--- src/rtl/sys_pll.sv ---
`default_nettype none
// ============================================================================
// sys_pll : clkin1 period-lock detector driving five clk_tb-derived dividers.
// Optional macro SYS_PLL_LOL_EN adds loss-of-lock on clkin1 timeout.
// Revision: 1.0
// ============================================================================
module sys_pll #(
  parameter int ODIV0       = 2,
  parameter int ODIV1       = 4,
  parameter int ODIV2       = 10,
  parameter int ODIV3       = 20,
  parameter int ODIV4       = 100,
  parameter int LOCK_CYCLES = 16,
  parameter int PERIOD_TOL  = 1,
  parameter int LOL_TIMEOUT = 1024
) (
  input  logic clk_tb,
  input  logic rst_n,
  input  logic clkin1,
  output logic clkout0,
  output logic clkout1,
  output logic clkout2,
  output logic clkout3,
  output logic clkout4,
  output logic pll_lock
);

  localparam int                NUM_OUT  = 5;
  localparam int                GOOD_W   = $clog2(LOCK_CYCLES + 1);
  localparam logic [GOOD_W-1:0] GOOD_MAX = GOOD_W'(LOCK_CYCLES);
  localparam logic [15:0]       TOL      = 16'(PERIOD_TOL);

  // Illegal configurations are rejected at elaboration rather than misbehaving.
  if ((ODIV0 < 2) || ((ODIV0 % 2) != 0) || (ODIV1 < 2) || ((ODIV1 % 2) != 0) ||
      (ODIV2 < 2) || ((ODIV2 % 2) != 0) || (ODIV3 < 2) || ((ODIV3 % 2) != 0) ||
      (ODIV4 < 2) || ((ODIV4 % 2) != 0)) begin : g_bad_odiv
    $error("sys_pll: every ODIVn must be even and >= 2");
  end
  if ((LOCK_CYCLES < 1) || (LOL_TIMEOUT < 2) || (LOL_TIMEOUT > 65535)) begin : g_bad_lock
    $error("sys_pll: LOCK_CYCLES or LOL_TIMEOUT out of range");
  end

  typedef enum logic [1:0] {
    ST_ARM   = 2'd0,
    ST_FIRST = 2'd1,
    ST_TRACK = 2'd2
  } meas_state_t;

  logic              sync1_q, sync2_q, sync_prev_q;
  logic              w_edge;
  logic [15:0]       per_cnt_q, per_cnt_d;
  logic [15:0]       prev_per_q, prev_per_d;
  logic [15:0]       w_diff;
  logic              w_match;
  logic              w_timeout;
  meas_state_t       state_q, state_d;
  logic [GOOD_W-1:0] good_cnt_q, good_cnt_d;
  logic              lock_q, lock_d;
  logic [NUM_OUT-1:0] w_clkout;

  always_ff @(posedge clk_tb or negedge rst_n) begin
    if (!rst_n) begin
      sync1_q     <= 1'b0;
      sync2_q     <= 1'b0;
      sync_prev_q <= 1'b0;
    end else begin
      sync1_q     <= clkin1;
      sync2_q     <= sync1_q;
      sync_prev_q <= sync2_q;
    end
  end

  assign w_edge = sync2_q & ~sync_prev_q;

  always_comb begin
    per_cnt_d = per_cnt_q;
    if (w_edge) begin
      per_cnt_d = 16'd1;
    end else if (per_cnt_q != 16'hFFFF) begin
      per_cnt_d = per_cnt_q + 16'd1;
    end
  end

  assign w_diff  = (per_cnt_q >= prev_per_q) ? (per_cnt_q - prev_per_q)
                                             : (prev_per_q - per_cnt_q);
  assign w_match = (w_diff <= TOL);

`ifdef SYS_PLL_LOL_EN
  localparam logic [15:0] TIMEOUT = 16'(LOL_TIMEOUT);
  assign w_timeout = ~w_edge & (per_cnt_q == TIMEOUT);
`else
  assign w_timeout = 1'b0;
`endif

  // First edge only arms; second captures a reference period; later edges compare.
  always_comb begin
    state_d    = state_q;
    prev_per_d = prev_per_q;
    good_cnt_d = good_cnt_q;
    lock_d     = lock_q | (good_cnt_q == GOOD_MAX);
    if (w_timeout) begin
      state_d    = ST_ARM;
      good_cnt_d = '0;
      lock_d     = 1'b0;
    end else if (w_edge) begin
      case (state_q)
        ST_ARM: begin
          state_d = ST_FIRST;
        end
        ST_FIRST: begin
          prev_per_d = per_cnt_q;
          state_d    = ST_TRACK;
        end
        ST_TRACK: begin
          prev_per_d = per_cnt_q;
          if (!w_match) begin
            good_cnt_d = '0;
          end else if (good_cnt_q != GOOD_MAX) begin
            good_cnt_d = good_cnt_q + GOOD_W'(1);
          end
        end
        default: begin
          state_d = ST_ARM;
        end
      endcase
    end
  end

  always_ff @(posedge clk_tb or negedge rst_n) begin
    if (!rst_n) begin
      per_cnt_q  <= 16'd0;
      prev_per_q <= 16'd0;
      state_q    <= ST_ARM;
      good_cnt_q <= '0;
      lock_q     <= 1'b0;
    end else begin
      per_cnt_q  <= per_cnt_d;
      prev_per_q <= prev_per_d;
      state_q    <= state_d;
      good_cnt_q <= good_cnt_d;
      lock_q     <= lock_d;
    end
  end

  for (genvar gi = 0; gi < NUM_OUT; gi++) begin : g_div
    localparam int DIV  = (gi == 0) ? ODIV0 : (gi == 1) ? ODIV1 :
                          (gi == 2) ? ODIV2 : (gi == 3) ? ODIV3 : ODIV4;
    localparam int HALF = DIV / 2;
    localparam int CW   = (HALF > 1) ? $clog2(HALF) : 1;
    localparam logic [CW-1:0] LAST = CW'(HALF - 1);

    logic [CW-1:0] cnt_q, cnt_d;
    logic          clk_q, clk_d;

    always_comb begin
      cnt_d = cnt_q;
      clk_d = clk_q;
      if (!lock_q) begin
        cnt_d = '0;
        clk_d = 1'b0;
      end else if (cnt_q == LAST) begin
        cnt_d = '0;
        clk_d = ~clk_q;
      end else begin
        cnt_d = cnt_q + CW'(1);
      end
    end

    always_ff @(posedge clk_tb or negedge rst_n) begin
      if (!rst_n) begin
        cnt_q <= '0;
        clk_q <= 1'b0;
      end else begin
        cnt_q <= cnt_d;
        clk_q <= clk_d;
      end
    end

    assign w_clkout[gi] = clk_q;
  end

  assign clkout0  = w_clkout[0];
  assign clkout1  = w_clkout[1];
  assign clkout2  = w_clkout[2];
  assign clkout3  = w_clkout[3];
  assign clkout4  = w_clkout[4];
  assign pll_lock = lock_q;

endmodule
`default_nettype wire

--- config.mk ---
export PLATFORM = sky130hd
export DESIGN_NAME = sys_pll
export DESIGN_NICKNAME = d
export VERILOG_FILES = /design/src/rtl/sys_pll.sv
export SDC_FILE = /design/constraint.sdc
export NUM_CORES = 1
export LEC_CHECK = 0
export BUFFER_PORTS_ARGS = -buffer_cell sky130_fd_sc_hd__buf_4
export CORE_MARGIN = 4
export CORE_UTILIZATION = 58
export CTS_CLUSTER_DIAMETER = 200
export DETAILED_ROUTE_END_ITERATION = 12
export PLACE_DENSITY_LB_ADDON = 0.08
export SLEW_MARGIN = 20
export SYNTH_ARGS = -nofsm -noshare
export SYNTH_HDL_FRONTEND = slang
export SYNTH_SLANG_ARGS = --single-unit
--- constraint.sdc ---
create_clock -name clk_tb -period 2.9 [get_ports clk_tb]
set_input_delay 0.58 -clock clk_tb [delete_from_list [all_inputs] [get_ports clk_tb]]
set_output_delay 0.58 -clock clk_tb [all_outputs]
set_load 0.005 [all_outputs]
==> impl_metrics.tcl, run 1 <==
set metrics [dict create \
    yosysUniqueCellTypes 59 \
    crit_arrival_ns 3.38 \
    pre_cts_ws_ns -0.125 \
    first_pass_iters 5 \
    synth_cells 556 \
    antenna_found_initial 0 \
    grt_pass1_wl_um 20700 \
    grt.overflow.total 0 \
    yosys.area_share.simple 0.212 \
    syn-num-nets 604 \
    rsz0062_at_grt "yes" \
    via_per_inst 5.82 \
    die_w_um 97.7 \
    powerDensity_mw_per_mm2 929 \
    ios 9 \
    ys_warn_count 0 \
    setup_viol 5 \
    fin_nets 690 \
    hold_violations 0 \
    finClkSkew_ns 0.0174 \
    routed_wl_um 12400 \
    worstSkewPairLatency_ns 0.36 \
    leakage_nw 2.69 \
    cts_made_buffers 9 \
    ctsRootBufferMaster "clkbuf_8" \
    async_reset_ff_frac 1.00 \
    drv_slew 0 \
    drcViolationCount 0 \
    cts_tree "built" \
    synth_ff_type "dfrtp_1" \
    cap_violations 0 \
    layout_commonest_cell "buf_4" \
    via_count 4359 \
    whs_ns 0.300 \
    fp.dieH_um 97.7 \
    grt_max_degree 63 \
    setup.reg_to_reg.worst_slack_ns -0.21 \
    synthXorXnorAreaFrac 0.0601 \
    regArea_sq_mm 0.00155 \
    status "finished with violations" \
    synth_compound_area_frac 0.189 \
    synthMuxAreaShare 0.0180 \
    worst-endpoint-required_ns 3.17 \
    min_period_ns 3.11 \
    diodes 0 \
    netlist_area_sq_mm 0.00466 \
    crit_type "reg2reg" \
    numClockSinks 62 \
    instances_no_fill 749 \
    wire_per_inst_um 16.6 \
    violations "setup timing" \
    cp_max_fo 4 \
    multi_input_area_sq_mm 0.00297 \
    area_delta_synth_final_pct 23.9 \
    core_region_area_sq_mm 0.00777 \
    min_path_type "in2async" \
    clk_pin_slew_worst_paths_ns 0.09 \
    drtIter0Drc 356 \
    seq_area_frac_synth 0.333 \
    die_area_sq_mm 0.00954 \
    start_util 0.600 \
    hpwlAfterDp_um 9140 \
    syn_area_per_cell_sq_um 8.38 \
    htree_levels 3 \
    rows 32 \
    synth_top_family_by_area "simple AND/OR/NAND/NOR gates" \
    ir_drop_uv 487 \
    fillCellCount 610 \
    grt_pass1_vias 4287 \
    grtUsageTotal 0.270 \
    utilization 0.744 \
    clk_path_buf_depth 2 \
    ys_ff_latch 62 \
    fmax_mhz 322 \
    ant_nets 0 \
    fin_ws_ns -0.210 \
    place_inst 722 \
    synth-edff-count 0 \
    critPathLaunchType "flop" \
    hold_buffers 0 \
    gp_congestion 0.978 \
    post-route-period-util 1.07 \
    worstMarginPinSlew_ns 0.796 \
    synth_fa_ha_area_frac 0.124 \
    layout-drive-gt1-share 0.230 \
    end_kind "flop" \
    relSlewSlack 0.469 \
    mostFrequentLayoutCells "buf_4, dfrtp_1, nand2_1, nor2_1, inv_1" \
    portBuffers 8 \
]
[sequential cells by signal, summed over array words and instances (netlist names)]
register,flops
good_cnt_q,5
sync_prev_q,1
sync1_q,1
clkout0,1
clkout4,1
clkout2,1
clkout3,1
clkout1,1
prev_per_q,16
sync2_q,1
g_div.cnt_q,14
pll_lock,1
state_q,2
per_cnt_q,16
[cell type report]
type	count	area share
multi-input cells	423	0.514
flip-flops and latches	62	0.269
repair buffers	95	0.126
inverters	51	0.0331
well taps	102	0.0221
clock buffers	9	0.0214
clock inverters	7	0.0141
[cells by family after synthesis]
family,Yosys count
simple gates,200
compound gates,138
buf+inv,71
flops,62
fa+ha+maj,45
xor+xnor,32
mux,8
[cells in the mapped netlist, types with 4 or more instances]
library cell	n	area (sq um)
dfrtp_1	62	1550
nand2_1	52	195
inv_1	51	191
nor2_1	51	191
ha_1	43	538
a21oi_1	38	190
o21ai_0	31	155
xnor2_1	23	201
nor3_1	18	90.1
nand3_1	16	80.1
nor2b_1	15	93.8
a21o_1	10	75.1
clkbuf_1	10	37.5
xor2_1	9	78.8
a211oi_1	8	60.1
a31oi_1	7	43.8
nand4_1	7	43.8
o211ai_1	7	52.6
buf_2	6	30.0
nand2b_1	6	37.5
mux2i_1	5	50.1
o21ai_1	5	25.0
or3_1	5	31.3
and2_1	4	25.0
nor3b_1	4	30.0
nor4_1	4	25.0
o21a_1	4	30.0
o21bai_1	4	30.0
[metrics by stage]
step	setup TNS, ns	power [mW]	area, sq um
global route	-1.32	5.70	5780
floorplan	0	2.85	4670
global placement	-0.0813	3.91	5330
finish	-0.683	5.36	5780
detailed placement	-0.440	3.91	5330
CTS	-0.0732	4.96	5650
[power by group]
group	internal, mW	total (mW)	switching (mW)
Combinational	1.74	3.56	1.82
Sequential	0.929	0.984	0.0550
Clock	0.410	0.822	0.411
Total	3.08	5.36	2.28
[per-layer routing]
metal,vias to the layer above,global-route usage,wire (um)
li1,2105,-,-
met1,2089,0.360,5520
met2,138,0.434,5960
met3,27,0.0388,594
met4,0,0.124,342
met5,-,0,0
[final timing paths]
check / from / endpoint / cells past startpoint
max reg2reg: per_cnt_q[0] / good_cnt_q[4] / 12
min in group clk_tb: clkin1 / sync1_q / 1
min: rst_n / clkout1 / 1
min reg2reg: sync1_q / sync2_q / 0
max: per_cnt_q[0] / good_cnt_q[4] / 12
max in group asynchronous: rst_n / per_cnt_q[11] / 1
[worst max-delay path: stages (launching register included)]
cell and delay (ns):
dfrtp_1 0.41, buf_4 0.15, ha_4 0.16, inv_2 0.05, fa_1 0.40, o21bai_1 0.18
a31oi_1 0.21, o2111ai_2 0.18, or4_4 0.52, a211oi_2 0.24, o21ai_2 0.12, or2_1 0.25
o21ai_1 0.14
[what timing repair did]
item | CTS | global route
pin swaps | 7 | 9
setup buffers | 6 | 5
endpoints found under the setup margin | 5 | 5
gates resized for setup | 13 | 18
(Power assumes the default switching activity.)
==> run 2, diff against run 1 <==
- ABC_AREA: not set -> 1
==> impl_metrics.tcl, run 2 <==
set metrics [dict create \
    drcViolationCount 0 \
    clk_pin_slew_worst_paths_ns 0.08 \
    first_pass_iters 5 \
    grt.overflow.total 0 \
    diodes 0 \
    crit_arrival_ns 2.92 \
    syn_area_per_cell_sq_um 6.80 \
    end_kind "flop" \
    min_period_ns 2.64 \
    rows 33 \
    synth-edff-count 0 \
    die_area_sq_mm 0.00994 \
    min_path_type "in2async" \
    htree_levels 3 \
    final.setup.tns_ns 0 \
    numClockSinks 62 \
    rr_startpoint "per_cnt_q[0]" \
    top_regs "per_cnt_q (16), prev_per_q (16), g_div.cnt_q (14)" \
    drtIter0Drc 241 \
    reg2reg_depth 17 \
    setup.reg_to_reg.worst_slack_ns 0.26 \
    instances_no_fill 840 \
    drv_slew 0 \
    ir_drop_uv 444 \
    fin_nets 778 \
    place_inst 824 \
    fmax_mhz 379 \
    timing.rr.end "good_cnt_q[1]" \
    via_per_inst 5.22 \
    worstSkewPairLatency_ns 0.34 \
    ctsRootBufferMaster "clkbuf_8" \
    hpwlAfterDp_um 8760 \
    syn-num-nets 765 \
    async_reset_ff_frac 1.00 \
    synth_ff_type "dfrtp_1" \
    grt_pass1_vias 4172 \
    status "complete, no violations" \
    antenna_found_initial 0 \
    total_power_mw 4.78 \
    ys_ff_latch 62 \
    grt_max_degree 63 \
    area_delta_synth_final_pct 7.62 \
    layout-drive-gt1-share 0.0816 \
    crit_type "reg2reg" \
    core_region_area_sq_mm 0.00822 \
    relSlewSlack 0.360 \
    finClkSkew_ns 0.0176 \
    clk_path_buf_depth 2 \
    layout_commonest_cell "nand2_1" \
    synth_area_leaders "dfrtp_1, nand2_1, ha_1, inv_1, nor2_1" \
    hold_buffers 0 \
    netlist_area_sq_mm 0.00488 \
    cap_violations 0 \
    whs_ns 0.298 \
    hold_violations 0 \
    ys_top_cells_by_count "nand2_1, inv_1, nor2_1" \
    wire_per_inst_um 13.1 \
    grtUsageTotal 0.237 \
    gp_congestion 0.916 \
    critPathLaunchType "flop" \
    grt_pass1_wl_um 19200 \
    die_w_um 99.7 \
    worstMarginPinSlew_ns 0.957 \
    ant_nets 0 \
    ys_warn_count 0 \
    cts_tree "built" \
    rsz0062_at_grt "no" \
    mostFrequentLayoutCells "nand2_1, inv_1, nor2_1, dfrtp_1, nand3_1" \
    cp_max_fo 5 \
    post-route-period-util 0.910 \
    setup_viol 0 \
    yosysTopAreaCell "dfrtp_1" \
    portBuffers 8 \
    cts_made_buffers 9 \
    synth_top_area_frac 0.318 \
    cts_setup_buffers 0 \
    seq_area_frac_synth 0.318 \
    fp.dieH_um 99.7 \
    post-synth-top-count-cell "nand2_1" \
    yosysUniqueCellTypes 41 \
    leakage_nw 2.84 \
    cts_resized 0 \
    worst-endpoint-required_ns 3.18 \
    synth_cells 717 \
    routed_wl_um 11000 \
    via_count 4386 \
    start_util 0.593 \
    ios 9 \
    powerDensity_mw_per_mm2 910 \
]
[run 2: layout make-up]
cell class	instances	area [sq um]
Timing Repair Buffer	9	67.6
Clock buffer	10	138
Clock inverter	6	67.6
Fill cell	760	2970
Multi-Input combinational cell	524	2820
Sequential cell	62	1550
Inverter	124	468
Tap cell	105	131
[run 2: worst max-delay path, stage by stage (launching register included)]
cell,delay (ns)
dfrtp_1,0.42
inv_1,0.20
ha_1,0.18
inv_1,0.09
fa_1,0.44
nand3_1,0.12
nand2_1,0.10
nand2_2,0.09
nand3_2,0.08
nand2_4,0.11
nand3_1,0.11
nand3_1,0.09
nand3_1,0.09
nor2_2,0.14
nand3_2,0.13
nand2_1,0.08
nand2_1,0.05
nand2_1,0.05
[run 2: cells by family after synthesis]
logic type | synth area share
AOI/OAI and AO/OA | 0.0754
xor gates and xnor gates | 0.0234
adders and majority gates | 0.119
buffers and inverters | 0.103
DFF | 0.318
and+or+nand+nor | 0.362
[run 2: report_power, final]
group	internal, mW	switching, mW
registers	0.947	0.0797
logic	0.985	1.97
clock network	0.425	0.368
total	2.36	2.42
[run 2: worst max-delay path by stage]
stage	startpoint	end	slack [ns]	cells after the start
after CTS	per_cnt_q[0]	good_cnt_q[1]	0.27	20
final	per_cnt_q[0]	good_cnt_q[1]	0.26	17
after floorplan	per_cnt_q[0]	good_cnt_q[1]	0.65	17
after detailed placement	per_cnt_q[0]	good_cnt_q[1]	0.29	20
after global routing	per_cnt_q[0]	good_cnt_q[0]	0.01	15
after global placement	per_cnt_q[0]	good_cnt_q[1]	0.31	20
[run 2: per-stage QoR]
step            util  setup slack [ns]  area [sq um]
3_5_place_dp   0.614             0.286          5040
4_1_cts        0.639             0.267          5250
5_1_grt        0.639            0.0110          5250
2_1_floorplan      -             0.646          4880
6_report       0.639             0.261          5250
3_3_place_gp   0.614             0.313          5040
[run 2: per-layer routing]
metal / routed length [um] / track usage / vias to the layer above
li1: - / - / 2274
met5: 0 / 0 / -
met4: 174 / 0.0609 / 0
met3: 346 / 0.0323 / 15
met1: 5640 / 0.346 / 2033
met2: 4810 / 0.371 / 64
